===== src/rtl/conv_pkg.sv =====
// conv_pkg: shared state encoding and parameter defaults for the conv job sequencer
package conv_pkg;
  localparam int ADDR_W_DEF = 12;
  localparam int DATA_W_DEF = 16;
  localparam int HI_TIMEOUT_DEF = 15;
  typedef enum logic [3:0] {
    S_IDLE,
    S_FETCH,
    S_LOAD,
    S_RUN,
    S_WAIT_HI,
    S_WAIT_LO,
    S_STORE,
    S_NEXT,
    S_FIN
  } state_e;
endpackage


===== src/rtl/conv_job_sequencer_if.sv =====
// conv_job_sequencer_if: run/busy handshake and operand/result bus between sequencer and conv engine
interface conv_job_sequencer_if
  import conv_pkg::*;
#(
  parameter int ADDR_W = ADDR_W_DEF,
  parameter int DATA_W = DATA_W_DEF
) ();
  logic dut_run;
  logic dut_busy;
  logic [DATA_W-1:0] sram_dut_read_data;
  logic [DATA_W-1:0] wmem_dut_read_data;
  logic [DATA_W-1:0] dut_sram_write_data;
  logic [ADDR_W-1:0] dut_sram_write_address;
  logic dut_sram_write_enable;
  modport master (
    output dut_run, sram_dut_read_data, wmem_dut_read_data,
    input dut_busy, dut_sram_write_data, dut_sram_write_address, dut_sram_write_enable
  );
  modport slave (
    input dut_run, sram_dut_read_data, wmem_dut_read_data,
    output dut_busy, dut_sram_write_data, dut_sram_write_address, dut_sram_write_enable
  );
endinterface


===== src/rtl/conv_job_sequencer.sv =====
// conv_job_sequencer: walks a batch of jobs through fetch, engine run and result store
module conv_job_sequencer
  import conv_pkg::*;
#(
  parameter int ADDR_W = ADDR_W_DEF,
  parameter int DATA_W = DATA_W_DEF,
  parameter int HI_TIMEOUT = HI_TIMEOUT_DEF
) (
  input  logic clk,
  input  logic reset_b,
  input  logic start,
  input  logic [ADDR_W-1:0] num_jobs,
  output logic seq_busy,
  output logic done,
  output logic err_timeout,
  conv_job_sequencer_if.master eng,
  output logic [ADDR_W-1:0] in_rd_addr,
  output logic [ADDR_W-1:0] w_rd_addr,
  input  logic [DATA_W-1:0] in_rd_data,
  input  logic [DATA_W-1:0] w_rd_data,
  output logic [ADDR_W-1:0] res_wr_addr,
  output logic [DATA_W-1:0] res_wr_data,
  output logic res_wr_en
);
  localparam int TW = $clog2(HI_TIMEOUT + 1);
  state_e state_q, state_d;
  logic [ADDR_W-1:0] idx_q, idx_d, cnt_q, cnt_d;
  logic [DATA_W-1:0] op_in_q, op_in_d, op_w_q, op_w_d, res_q, res_d;
  logic [TW-1:0] tmo_q, tmo_d;
  logic err_q, err_d, done_q;
  logic unused_addr;
  assign unused_addr = ^eng.dut_sram_write_address;
  assign seq_busy = state_q != S_IDLE;
  assign done = done_q;
  assign err_timeout = err_q;
  assign eng.dut_run = state_q == S_RUN;
  assign eng.sram_dut_read_data = op_in_q;
  assign eng.wmem_dut_read_data = op_w_q;
  assign in_rd_addr = idx_q;
  assign w_rd_addr = idx_q;
  assign res_wr_addr = idx_q;
  assign res_wr_data = res_q;
  assign res_wr_en = state_q == S_STORE;
  // next state; the timeout counter includes the run cycle, so busy may stay low HI_TIMEOUT cycles from the run pulse
  always_comb begin
    state_d = state_q;
    idx_d = idx_q;
    cnt_d = cnt_q;
    op_in_d = op_in_q;
    op_w_d = op_w_q;
    res_d = res_q;
    tmo_d = tmo_q;
    err_d = err_q;
    case (state_q)
      S_IDLE: if (start) begin
        cnt_d = num_jobs;
        idx_d = '0;
        err_d = 1'b0;
        state_d = num_jobs == '0 ? S_FIN : S_FETCH;
      end
      S_FETCH: state_d = S_LOAD;
      S_LOAD: begin
        op_in_d = in_rd_data;
        op_w_d = w_rd_data;
        state_d = S_RUN;
      end
      S_RUN: begin
        tmo_d = TW'(1);
        state_d = S_WAIT_HI;
      end
      S_WAIT_HI: if (eng.dut_busy) state_d = S_WAIT_LO;
      else if (tmo_q == TW'(HI_TIMEOUT - 1)) begin
        err_d = 1'b1;
        state_d = S_FIN;
      end else tmo_d = tmo_q + 1'b1;
      S_WAIT_LO: if (!eng.dut_busy && eng.dut_sram_write_enable) begin
        res_d = eng.dut_sram_write_data;
        state_d = S_STORE;
      end
      S_STORE: state_d = S_NEXT;
      S_NEXT: begin
        idx_d = idx_q + 1'b1;
        state_d = idx_d == cnt_q ? S_FIN : S_FETCH;
      end
      S_FIN: state_d = S_IDLE;
      default: state_d = S_IDLE;
    endcase
  end
  // state and datapath registers; done is registered so it pulses the cycle after FIN
  always_ff @(posedge clk or posedge reset_b) begin
    if (reset_b) begin
      state_q <= S_IDLE;
      idx_q <= '0;
      cnt_q <= '0;
      op_in_q <= '0;
      op_w_q <= '0;
      res_q <= '0;
      tmo_q <= '0;
      err_q <= 1'b0;
      done_q <= 1'b0;
    end else begin
      state_q <= state_d;
      idx_q <= idx_d;
      cnt_q <= cnt_d;
      op_in_q <= op_in_d;
      op_w_q <= op_w_d;
      res_q <= res_d;
      tmo_q <= tmo_d;
      err_q <= err_d;
      done_q <= state_q == S_FIN;
    end
  end
endmodule


===== src/flat_wrapper.sv =====
// flat-port wrapper written by rule: the top's interface ports become plain ports
module conv_job_sequencer_flat import conv_pkg::*;
#(
  parameter int ADDR_W = ADDR_W_DEF,
  parameter int DATA_W = DATA_W_DEF,
  parameter int HI_TIMEOUT = HI_TIMEOUT_DEF
)
  (clk, reset_b, start, num_jobs, seq_busy, done, err_timeout, in_rd_addr, w_rd_addr, in_rd_data, w_rd_data, res_wr_addr, res_wr_data, res_wr_en, eng_dut_run, eng_sram_dut_read_data, eng_wmem_dut_read_data, eng_dut_busy, eng_dut_sram_write_data, eng_dut_sram_write_address, eng_dut_sram_write_enable);
  conv_job_sequencer_if #(.ADDR_W(ADDR_W), .DATA_W(DATA_W)) eng_i ();
  input  logic clk;
  input  logic reset_b;
  input  logic start;
  input  logic [ADDR_W-1:0] num_jobs;
  output logic seq_busy;
  output logic done;
  output logic err_timeout;
  output logic [ADDR_W-1:0] in_rd_addr;
  output logic [ADDR_W-1:0] w_rd_addr;
  input  logic [DATA_W-1:0] in_rd_data;
  input  logic [DATA_W-1:0] w_rd_data;
  output logic [ADDR_W-1:0] res_wr_addr;
  output logic [DATA_W-1:0] res_wr_data;
  output logic res_wr_en;
  output wire logic [$bits(eng_i.dut_run)-1:0] eng_dut_run;
  output wire logic [$bits(eng_i.sram_dut_read_data)-1:0] eng_sram_dut_read_data;
  output wire logic [$bits(eng_i.wmem_dut_read_data)-1:0] eng_wmem_dut_read_data;
  input wire logic [$bits(eng_i.dut_busy)-1:0] eng_dut_busy;
  input wire logic [$bits(eng_i.dut_sram_write_data)-1:0] eng_dut_sram_write_data;
  input wire logic [$bits(eng_i.dut_sram_write_address)-1:0] eng_dut_sram_write_address;
  input wire logic [$bits(eng_i.dut_sram_write_enable)-1:0] eng_dut_sram_write_enable;
  assign eng_dut_run = eng_i.dut_run;
  assign eng_sram_dut_read_data = eng_i.sram_dut_read_data;
  assign eng_wmem_dut_read_data = eng_i.wmem_dut_read_data;
  assign eng_i.dut_busy = eng_dut_busy;
  assign eng_i.dut_sram_write_data = eng_dut_sram_write_data;
  assign eng_i.dut_sram_write_address = eng_dut_sram_write_address;
  assign eng_i.dut_sram_write_enable = eng_dut_sram_write_enable;
  conv_job_sequencer #(.ADDR_W(ADDR_W), .DATA_W(DATA_W), .HI_TIMEOUT(HI_TIMEOUT)) u_core (.clk(clk), .reset_b(reset_b), .start(start), .num_jobs(num_jobs), .seq_busy(seq_busy), .done(done), .err_timeout(err_timeout), .eng(eng_i), .in_rd_addr(in_rd_addr), .w_rd_addr(w_rd_addr), .in_rd_data(in_rd_data), .w_rd_data(w_rd_data), .res_wr_addr(res_wr_addr), .res_wr_data(res_wr_data), .res_wr_en(res_wr_en));
endmodule

===== config.mk =====
export PLATFORM = sky130hd
export DESIGN_NAME = conv_job_sequencer_flat
export DESIGN_NICKNAME = d
export VERILOG_FILES = /design/src/rtl/conv_pkg.sv /design/src/rtl/conv_job_sequencer_if.sv /design/src/rtl/conv_job_sequencer.sv /design/src/flat_wrapper.sv
export SDC_FILE = /design/constraint.sdc
export NUM_CORES = 1
export LEC_CHECK = 0
export ABC_AREA = 1
export BUFFER_PORTS_ARGS = -buffer_cell sky130_fd_sc_hd__buf_2
export CAP_MARGIN = 20
export CORE_MARGIN = 5
export CORE_UTILIZATION = 35
export CTS_CLUSTER_DIAMETER = 100
export DETAILED_ROUTE_END_ITERATION = 10
export GPL_TIMING_DRIVEN = 0
export PLACE_DENSITY = 0.71
export SLEW_MARGIN = 20
export SYNTH_ARGS = -nofsm -noshare
export SYNTH_HDL_FRONTEND = slang
export SYNTH_SLANG_ARGS = --single-unit

===== constraint.sdc =====
create_clock -name clk -period 5.9 [get_ports clk]
set_clock_uncertainty 0.05 [all_clocks]
set_input_delay 0.295 -clock clk [delete_from_list [all_inputs] [get_ports clk]]
set_output_delay 0.295 -clock clk [all_outputs]
set_load 0.01 [all_outputs]

; Yosys cells after proc, flatten, opt, wreduce, memory -nomap -nowiden
; Cells that the tools add are included.
[totals]
regBits = 82
latch_bits = 0
ramBits = 0
mem_bits_ro = 0
inputBits = 77
out_inout_bits = 89
wordCells = 57
memories = 0
[op_classes]
addsub = 2
multipliers = 0
n_div = 0
magnitude_cmp = 0
eq_ne = 16
shift = 0
n_mux = 16
bitwise = 0
reduce_logical = 14
[op_table]
columns = operator, n
row1 = 4-bit two-way mux, 8
row2 = 4-bit case mux with 8 select lines, 1
row3 = 12-bit case mux with 2 select lines, 1
row4 = "4-bit by 3-bit equality test with 1-bit output, second input constant", 4
row5 = "12-bit by 1-bit adder with 12-bit output, second input constant", 1
row6 = 12-bit equality test, 1
row7 = 12-bit logical NOT, 1
row8 = 12-bit two-way mux, 1
row9 = "4-bit by 2-bit equality test with 1-bit output, second input constant", 2
row10 = "4-bit equality test, second input constant", 2
row11 = 4-bit case mux with 2 select lines, 1
row12 = "2-bit inequality test, second input constant", 3
row13 = 2-bit AND reduction, 3
row14 = 3-bit AND reduction, 2
row15 = 2-bit nonzero test, 3
row16 = "4-bit by 1-bit adder with 4-bit output, second input constant", 1
row17 = "4-bit by 1-bit equality test with 1-bit output, second input constant", 1
row18 = 4-bit logical NOT, 1
row19 = "2-bit by 1-bit inequality test with 1-bit output, second input constant", 2
row20 = 4-bit AND reduction, 1
row21 = 4-bit nonzero test, 1
row22 = 1-bit two-way mux, 3
row23 = "3-bit by 2-bit inequality test with 1-bit output, second input constant", 1
row24 = 1-bit case mux with 2 select lines, 1
row25 = other kinds (2), 2

; Longest topological paths before layout
; Gate-level depths: netlist (run 1).
[logic_depth]
word_depth = 4
mapped_depth = 16
mapped_depth_nobuf = 16

; Worst setup path after synthesis (run 1)
; No wires, ideal clock.
[synth_timing]
kind = register -> register
from = register u_core.idx_q[0], in the netlist u_core.in_rd_addr[0]
to = register u_core.state_q[0]
setup_ps = 124
arrival_time_ps = 1679
t_required_ps = 5726
path_slack_ps = 4046
path_stages_with_launch = 17
n_path_buf = 0
period_less_slack_ps = 1854
cell_sequence = dfrtp_1 ha_1 nand2_1 nor2_2 nand2_1 nand2_1 nand2_1 nand2_1 nand2_1 inv_1 nand2_1 nor2_1 nand2_1 nand2_1 nand2_1 nand2_1 nand2_1
[synth_between]
elab_chain_cells = 4
[synth_lines]
columns = item, line_no
row1 = start: declaration, conv_job_sequencer.sv:27  ; logic [ADDR_W-1:0] idx_q, idx_d, cnt_q, cnt_d;
row2 = start signal: assignment, conv_job_sequencer.sv:103  ; idx_q <= idx_d;
row3 = 12-bit by 1-bit adder with 12-bit output, conv_job_sequencer.sv:82  ; idx_d = idx_q + 1'b1;
row4 = 12-bit equality test, conv_job_sequencer.sv:83  ; state_d = idx_d == cnt_q ? S_FIN : S_FETCH;
row5 = 4-bit two-way mux, conv_job_sequencer.sv:83
row6 = 4-bit case mux with 8 select lines, conv_job_sequencer.sv:54  ; case (state_q)
row7 = end signal: assignment, conv_job_sequencer.sv:102  ; state_q <= state_d;
row8 = end: declaration, conv_job_sequencer.sv:26  ; state_e state_q, state_d;
; No other way between the ends.
; A chain may end at the register's enable or synchronous reset.

; Final worst setup path (run 1)
; Ends and elaborated chain as after synthesis.

==> flow_summary.yaml, run 1 <==
route:
  drtIter0Drc: 171
  ant_nets: 0
  vias: 3380
  wl_per_cell_um: 13.5
  drcViolationCount: 0
  drtPass1Iterations: 5
  vias_per_cell: 4.66
  wl_um: 9760
grt:
  first_global_vias: 3319
  met1_usage_pct: 17.2
  top_usage_layer: "met2"
  gr-total-overflow: 0
  use_met2_pct: 23.3
  antenna_found_initial: 0
  grt_pass1_wl_um: 15400
  met3_usage_pct: 5.39
  grt_max_degree: 57
  grt_usage_pct: 14.3
synthesis:
  syn_inst: 412
  post_synth.cell_area_avg_um2: 9.65
  synth-seq-cells: 82
  ys_seq_area_share_pct: 51.6
  synth_nets: 493
  yosys.cell_types.count: 26
  netlist_area_um2: 3980
  ys_warn_count: 0
sta:
  post-route-min-period_ps: 2070
  worst_slew_pin_slew_ps: 505
  fin_crit_sh_pct: 35.1
  hold_violations: 0
  whs_ps: 131
  relSlewSlack_pct: 66.3
  final-max-slew-violation-count: 0
  tns_ps: 0
  max_freq_ghz: 0.483
  grt_setup_unrepaired: "no"
  finalSetupViolCount: 0
pwr:
  power_density_nw_per_um2: 468
  ir_worst_vdd_mv: 0.273
  p_leak_uw: 0.00278
clock_tree:
  postCtsHoldBufs: 1
  insertion_delay_ps: 330
  cts-root-buf: "clkbuf_16"
  cts_buffer_depth: 2
  cts_setup_buffers: 0
  cts_made_buffers: 9
  cts_resized: 0
  htree_levels: 3
  cts_tree: "done"
  clk_pin_slew_ps: 60
  clock_sinks: 82
die:
  ios: 166
  fp.dieW_um: 117
  rows: 39
  start_util_pct: 35.3
  core_um2: 11300
  die_y_um: 117
  dieArea_um2: 13600
critical_path:
  path_class: "register to register"
  crit_chain: "ha_1 > nand2_1 > nor2_2 > nand2_1 > nand2_1 > nand2_1 > nand2_1 > nand2_1 > inv_1 > nand2_1 > nor2_1 > nand2_1 > nand2_1 > nand2_1 > nand2_1 > nand2_1"
  path_max_fanout: 10
  reg2reg_depth: 16
  critPathCapture: "u_core.state_q[0]"
  critPathMaxStageDelay_ps: 520
  crit_family: "simple AND/OR/NAND/NOR gates"
  worstSetupStartpoint: "u_core.in_rd_addr[0]"
  start_kind: "register"
  crit_buf_inv: 1
  ff2ff_setup_slack_ps: 3830
  reg2reg_to: "u_core.state_q[0]"
  cp_common_cell: "nand2_1"
  path_depth: 16
  endpoint_kind: "register"
  cp_data_required_time_ps: 6060
  crit_path_top_delay_cell: "dfrtp_1"
  cp.arrival_ps: 2230
  r2r-start: "u_core.in_rd_addr[0]"
cells_and_area:
  areaGrowthSynthToFinish_pct: 31.3
  antennaDiodeCount: 0
  final_cell_area_um2: 5220
  seq_area_um2: 2050
  final_nets: 659
  drive_gt1_share_pct: 44.2
  fillerInstances: 1092
  multiInputGateArea_um2: 1560
  utilization_pct: 46.3
min_path:
  hp-start: "num_jobs[1]"
  hold_depth: 3
  min_path_type: "input pin to register"
status:
  status: "complete, no violations"
place:
  dp_hpwl_um: 7750
  place.gp.congestion: 0.893
  place_area_um2: 4950
  port_buffers: 153
job:
  max_cap_viol_count: 0
-- stage by stage --
| stage | setup WS [ps] | power [µW] | cells |
|---|---|---|---|
| finish | 3830 | 2440 | 725 |
| global route | 3550 | 2640 | 725 |
| CTS | 3800 | 2480 | 725 |
| detailed placement | 3800 | 1970 | 709 |
| global placement | 2460 | 1930 | 708 |
| floorplan | 3450 | 1590 | 412 |
-- final cells by class --
class                      count  share of cell area, %
multi-input combinational    260                   29.9
clock buffer                  10                   4.38
buffer                        31                   4.17
sequential                    82                   39.3
timing repair buffer         155                   15.4
inverter                      39                   2.85
tap                          143                   3.43
clock inverter                 5                  0.623
-- cell families after synthesis --
group / count (synthesis) / share of synthesized area [%]
and+or+nand+nor: 173 / 19.5
DFF: 82 / 51.6
buffers and inverters: 70 / 9.15
adders and majority gates: 4 / 1.26
xor gates and xnor gates: 2 / 0.440
AOI/OAI and AO/OA: 33 / 4.47
muxes: 48 / 13.6
-- worst min-delay path, cell delays in order --
cell and delay [ps]:
buf_2 90, nand2_1 50, nand2_1 50
-- per-layer routing --
metal / wire, µm / vias up
met3: 1100 / 10
li1: - / 1667
met4: 146 / 0
met1: 3840 / 1561
met5: 0 / -
met2: 4680 / 142
-- sequential cells by signal, indices dropped and copies added, names as in the netlist --
name,flops
u_core.cnt_q,12
u_core.done,1
u_core.err_timeout,1
u_core.tmo_q,4
u_core.eng.wmem_dut_read_data,16
u_core.res_wr_data,16
u_core.state_q,4
u_core.in_rd_addr,12
u_core.eng.sram_dut_read_data,16
-- worst min path at each step --
| stage | slack [ps] | to |
|---|---|---|
| 6_report | 130 | u_core.cnt_q[1] |
| 5_1_grt | 140 | u_core.eng.sram_dut_read_data[4] |
| 4_1_cts | 130 | u_core.cnt_q[1] |
| 3_5_place_dp | 250 | u_core.eng.wmem_dut_read_data[14] |
| 3_3_place_gp | 400 | u_core.done |
| 2_1_floorplan | 360 | u_core.cnt_q[2] |
-- power by group --
group	internal (µW)	total, µW	switching [µW]
Sequential	801	948	147
Combinational	480	997	516
Clock	282	497	216
Total	1560	2440	879
-- cells in the mapped netlist, drive strengths merged --
cell type  instances  share of area (%)
nor4               4               0.63
nor2              28                3.4
buf               31                5.5
inv               39                3.7
xor2               1               0.22
o21ai             19                2.4
nand3             33                4.2
nand4              2               0.31
ha                 4                1.3
nor3               6               0.88
a21oi              6               0.75
o22ai              6               0.94
dfrtp             82                 52
nand3b             4               0.75
and3               2               0.31
mux2              48                 14
o21bai             2               0.38
xnor2              1               0.22
nand2             94                9.1
-- cell usage in the layout (no fill, tap or decap), types with 2 or more instances in the layout --
cell       instances
and3_1             2
nand2_1           93
clkinv_2           3
inv_1             37
dfrtp_1           82
nand4_1            2
clkbuf_16          9
o22ai_1            6
mux2_2            48
clkinv_4           2
nor3_1             5
ha_1               4
a21oi_1            6
o21bai_1           2
nand3_1           33
nand3b_1           4
buf_2            159
buf_4             25
nor2_1            22
nor4_1             4
nor2_2             3
nor2_4             3
o21ai_0           18
Power figures use the tool's default switching activity.
==> inputs of run 2 (changes only) <==
- PLACE_DENSITY: 0.71 -> 0.74
- clock period: 5.9 -> 1.8 ns (I/O delays scaled with it)
==> flow_summary.yaml, run 2 (synthesis gave the netlist of run 1 again) <==
critical_path:
  ff2ff_setup_slack_ps: -50
  start_kind: "register"
  reg2reg_to: "u_core.state_q[0]"
  path_class: "register to register"
  endpoint_kind: "register"
  r2r-start: "u_core.in_rd_addr[1]"
  reg2reg_depth: 14
  cp.arrival_ps: 2010
  path_max_fanout: 7
  cp_data_required_time_ps: 1950
cells_and_area:
  layout_commonest_cell: "buf_2"
  fillerInstances: 999
  final_cell_area_um2: 6100
  areaGrowthSynthToFinish_pct: 53.4
  most-common-layout-cells: "buf_2, nand2_1, dfrtp_1"
  final_nets: 733
  drive_gt1_share_pct: 44.7
clock_tree:
  clk_pin_slew_ps: 60
  htree_levels: 3
  cts_made_buffers: 9
  cts_buffer_depth: 2
  clock_sinks: 82
  cts_tree: "done"
  insertion_delay_ps: 330
  cts-root-buf: "clkbuf_16"
pwr:
  ir_worst_vdd_mv: 0.753
  p_leak_uw: 0.00312
  power_density_nw_per_um2: 1440
  finalPower_uw: 8810
place:
  place_area_um2: 4970
  port_buffers: 153
  preCtsSetupSlack_ps: -225
  dp_hpwl_um: 7760
  place.gp.congestion: 0.905
die:
  ios: 166
  dieArea_um2: 13600
  die_y_um: 117
  start_util_pct: 35.3
  fp.dieW_um: 117
  rows: 39
  core_um2: 11300
sta:
  grt_setup_unrepaired: "yes"
  final-max-slew-violation-count: 0
  setup_ws_ps: -54.4
  max_freq_ghz: 0.539
  finalSetupViolCount: 2
  tns_ps: -93.6
  whs_ps: 61.6
  fin_crit_sh_pct: 103
  relSlewSlack_pct: 71.4
  post-route-min-period_ps: 1850
  worst_slew_pin_slew_ps: 429
  hold_violations: 0
route:
  ant_nets: 0
  drcViolationCount: 0
  wl_per_cell_um: 13.9
  wl_um: 11100
  vias: 3756
  drtPass1Iterations: 4
  vias_per_cell: 4.69
  drtIter0Drc: 247
min_path:
  hp-start: "eng_dut_busy"
  hold_depth: 3
  min_path_type: "input pin to register"
  min_to: "u_core.state_q[0]"
status:
  violations: "setup timing"
  status: "finished with violations"
grt:
  grt_max_degree: 35
  grt_usage_pct: 16.1
  first_global_vias: 3801
  grt_pass1_wl_um: 17400
  gr-total-overflow: 0
  antenna_found_initial: 0
job:
  max_cap_viol_count: 0
==> run 2: how the worst max path moves through the flow <==
stage                               startpoint                end  slack, ps  cells past startpoint
after floorplan           u_core.in_rd_addr[0]  u_core.state_q[0]         30                     11
after global placement    u_core.in_rd_addr[0]  u_core.state_q[0]       -180                     13
after detailed placement  u_core.in_rd_addr[0]  u_core.state_q[0]       -230                     16
after CTS                 u_core.in_rd_addr[0]  u_core.state_q[0]        -70                     16
after global routing      u_core.in_rd_addr[0]  u_core.state_q[0]       -240                     14
final                     u_core.in_rd_addr[1]  u_core.state_q[0]        -50                     14
==> run 2: area by class of cell <==
class / count / area (µm²) / share of cell area (%)
Tap cell: 143 / 179 / 2.93
Clock inverter: 4 / 75.1 / 1.23
Buffer: 30 / 221 / 3.63
Clock buffer: 12 / 246 / 4.04
Inverter: 39 / 150 / 2.46
Antenna cell: 1 / 2.50 / 0.0410
Multi-Input combinational cell: 260 / 1640 / 26.9
Timing Repair Buffer: 230 / 1530 / 25.0
Sequential cell: 82 / 2060 / 33.8
==> run 2: per-layer routing <==
layer | share of wire (%) | vias up | global-route usage, %
li1 | - | 1813 | -
met3 | 8.0 | 15 | 4.87
met2 | 53 | 143 | 28.9
met4 | 1.5 | 0 | 5.66
met5 | 0 | - | 0
met1 | 37 | 1785 | 18.2
==> run 2: power breakdown <==
group          total, µW  internal (µW)  switching, µW
sequential          3140           2630            502
combinational       3700           1830           1870
clock               1970           1250            715
total               8810           5720           3090
==> run 2: critical path: stages, from the launching register on <==
cell and delay, ps:
dfrtp_2 410, buf_4 140, nand2_2 60, nor2_4 200, nand2_2 100, nand2_1 70
nand3_1 70, nand2_1 70, nand2_1 60, nor3_2 210, nand2_1 80, nand2_1 60
nand2_1 50, nand2_1 60, nand2_1 50
==> run 2: through the flow <==
stage,std cells,util [%]
detailed placement,710,44.1
global placement,708,43.7
CTS,790,52.7
floorplan,412,-
global route,800,54.1
finish,801,54.1
==> run 2: what timing repair did <==
| item | CTS | global route |
|---|---|---|
| setup endpoints to repair | 20 | 34 |
| gates resized for setup | 9 | 23 |
| pin swaps | 1 | 8 |
| hold buffers | 61 | 0 |
| buffers inserted | 3 | 11 |
| cloned | 0 | 0 |
| endpoints found under the hold margin | 75 | 0 |
==> inputs of run 3 (changes only) <==
- clock period: 1.8 -> 1.6 ns (I/O delays scaled with it)
==> flow_summary.yaml, run 3 (synthesis gave the netlist of run 1 again) <==
die:
  die_y_um: 117
  core_um2: 11300
  start_util_pct: 35.3
  rows: 39
  fp.dieW_um: 117
  dieArea_um2: 13600
  ios: 166
status:
  violations: "setup timing"
  status: "finished with violations"
route:
  vias_per_cell: 4.70
  topRoutingLayerUsed: "met4"
  ant_nets: 0
  vias: 3808
  wl_um: 12000
  met2WireLength_um: 6020
  drt-met1-wl_um: 4500
  wl_per_cell_um: 14.8
  drtIter0Drc: 269
  wl_met3_um: 1230
  drcViolationCount: 0
  drtPass1Iterations: 4
clock_tree:
  clk_pin_slew_ps: 60
  htree_levels: 3
  cts_buffer_depth: 2
  clock_sinks: 82
  cts_tree: "done"
  insertion_delay_ps: 330
  cts_made_buffers: 9
  cts-root-buf: "clkbuf_16"
place:
  place_area_um2: 5020
  place.gp.congestion: 0.898
  dp_hpwl_um: 8010
  port_buffers: 153
critical_path:
  endpoint_kind: "register"
  start_kind: "register"
  path_class: "register to register"
  path_max_fanout: 6
  cp.arrival_ps: 2040
  cp_data_required_time_ps: 1760
sta:
  hold_violations: 0
  finalSetupViolCount: 16
  grt_setup_unrepaired: "yes"
  relSlewSlack_pct: 65.7
  whs_ps: 59.4
  fin_crit_sh_pct: 118
  worst_slew_pin_slew_ps: 513
  max_freq_ghz: 0.531
  setup_ws_ps: -285
  post-route-min-period_ps: 1880
  final-max-slew-violation-count: 0
min_path:
  min_path_type: "input pin to register"
pwr:
  ir_worst_vdd_mv: 1.07
  power_density_nw_per_um2: 1620
  p_leak_uw: 0.00322
  combPwrFrac_pct: 44.3
  p_switching_uw: 3750
  finalPower_uw: 10200
  switching_share_pct: 36.8
  clockPowerShare_pct: 20.9
  p_seq_share_pct: 34.8
  p_int_uw: 6450
cells_and_area:
  most-common-layout-cells: "buf_2, nand2_1, dfrtp_1"
  final_nets: 744
  multiInputGateArea_um2: 1750
  drive_gt1_share_pct: 48.5
  final_cell_area_um2: 6290
  antennaDiodeCount: 0
  seq_area_um2: 2060
  fillerInstances: 959
  areaGrowthSynthToFinish_pct: 58.1
  layout_commonest_cell: "buf_2"
grt:
  grt_pass1_wl_um: 19100
  grt_usage_pct: 17.9
  gr-total-overflow: 0
  grt_max_degree: 37
  antenna_found_initial: 0
  first_global_vias: 3988
job:
  max_cap_viol_count: 0
-- run 3: critical path, stage by stage, from the launching register on --
cell and delay (ps):
dfrtp_2 460, ha_4 190, inv_1 50, nand2_1 110, nand2_2 70, nand2_1 60
nand2_1 50, nor2_1 120, nand3_2 110, nor3_4 200, nand2_1 70, nand2_1 60
nand2_1 50, nand2_1 60, nand2_1 50
-- run 3: metrics by stage --
stage,setup slack (ps),setup TNS (ps),util (%),std cells
floorplan,-69.8,-69.8,-,412
global placement,-318,-8730,44.2,708
global route,-426,-4640,55.8,811
finish,-285,-1290,55.8,811
CTS,-202,-403,54.5,801
detailed placement,-344,-7410,44.5,710
-- run 3: timing repair --
action                     4_1_cts  5_1_grt
gates resized for setup         27       23
setup endpoints to repair       40       67
pin swaps                       12       16
hold endpoints to repair        81        0
setup buffers                   15        9
hold buffers                    61        0
gates cloned                     0        1
-- run 3: per-layer routing --
metal | up-vias | global-route usage [%]
met1 | 1775 | 20.1
met4 | 0 | 6.80
met5 | - | 0
met3 | 25 | 7.20
met2 | 168 | 30.5
li1 | 1840 | -
-- run 3: worst paths after layout --
path                                            from                                end  slack [ps]  cells after the start
worst max-delay path            u_core.in_rd_addr[1]                  u_core.state_q[0]        -280                     14
min in group asynchronous                    reset_b   u_core.eng.sram_dut_read_data[0]         290                      3
max in group asynchronous                    reset_b  u_core.eng.wmem_dut_read_data[14]         460                      5
worst max register to register  u_core.in_rd_addr[1]                  u_core.state_q[0]        -280                     14
worst min register to register       u_core.cnt_q[0]                    u_core.cnt_q[0]         440                      2
worst min-delay path                    eng_dut_busy                  u_core.state_q[0]          60                      3
-- run 3: cell type report --
cell class	instances	area share [%]
timing repair buffer	241	25.6
buffer	30	3.70
inverter	39	2.39
multi-input combinational	260	27.8
sequential	82	32.8
clock inverter	6	1.15
tap	143	2.85
clock buffer	10	3.80
-- run 3: power groups by stage --
stage | clock (µW) | combinational [µW] | sequential, µW
after CTS | 2180 | 4250 | 3510
after global placement | 0 | 3650 | 3500
after detailed placement | 0 | 3790 | 3560
after global routing | 2290 | 4980 | 3670
final | 2130 | 4510 | 3550
after floorplan | 0 | 2120 | 3800
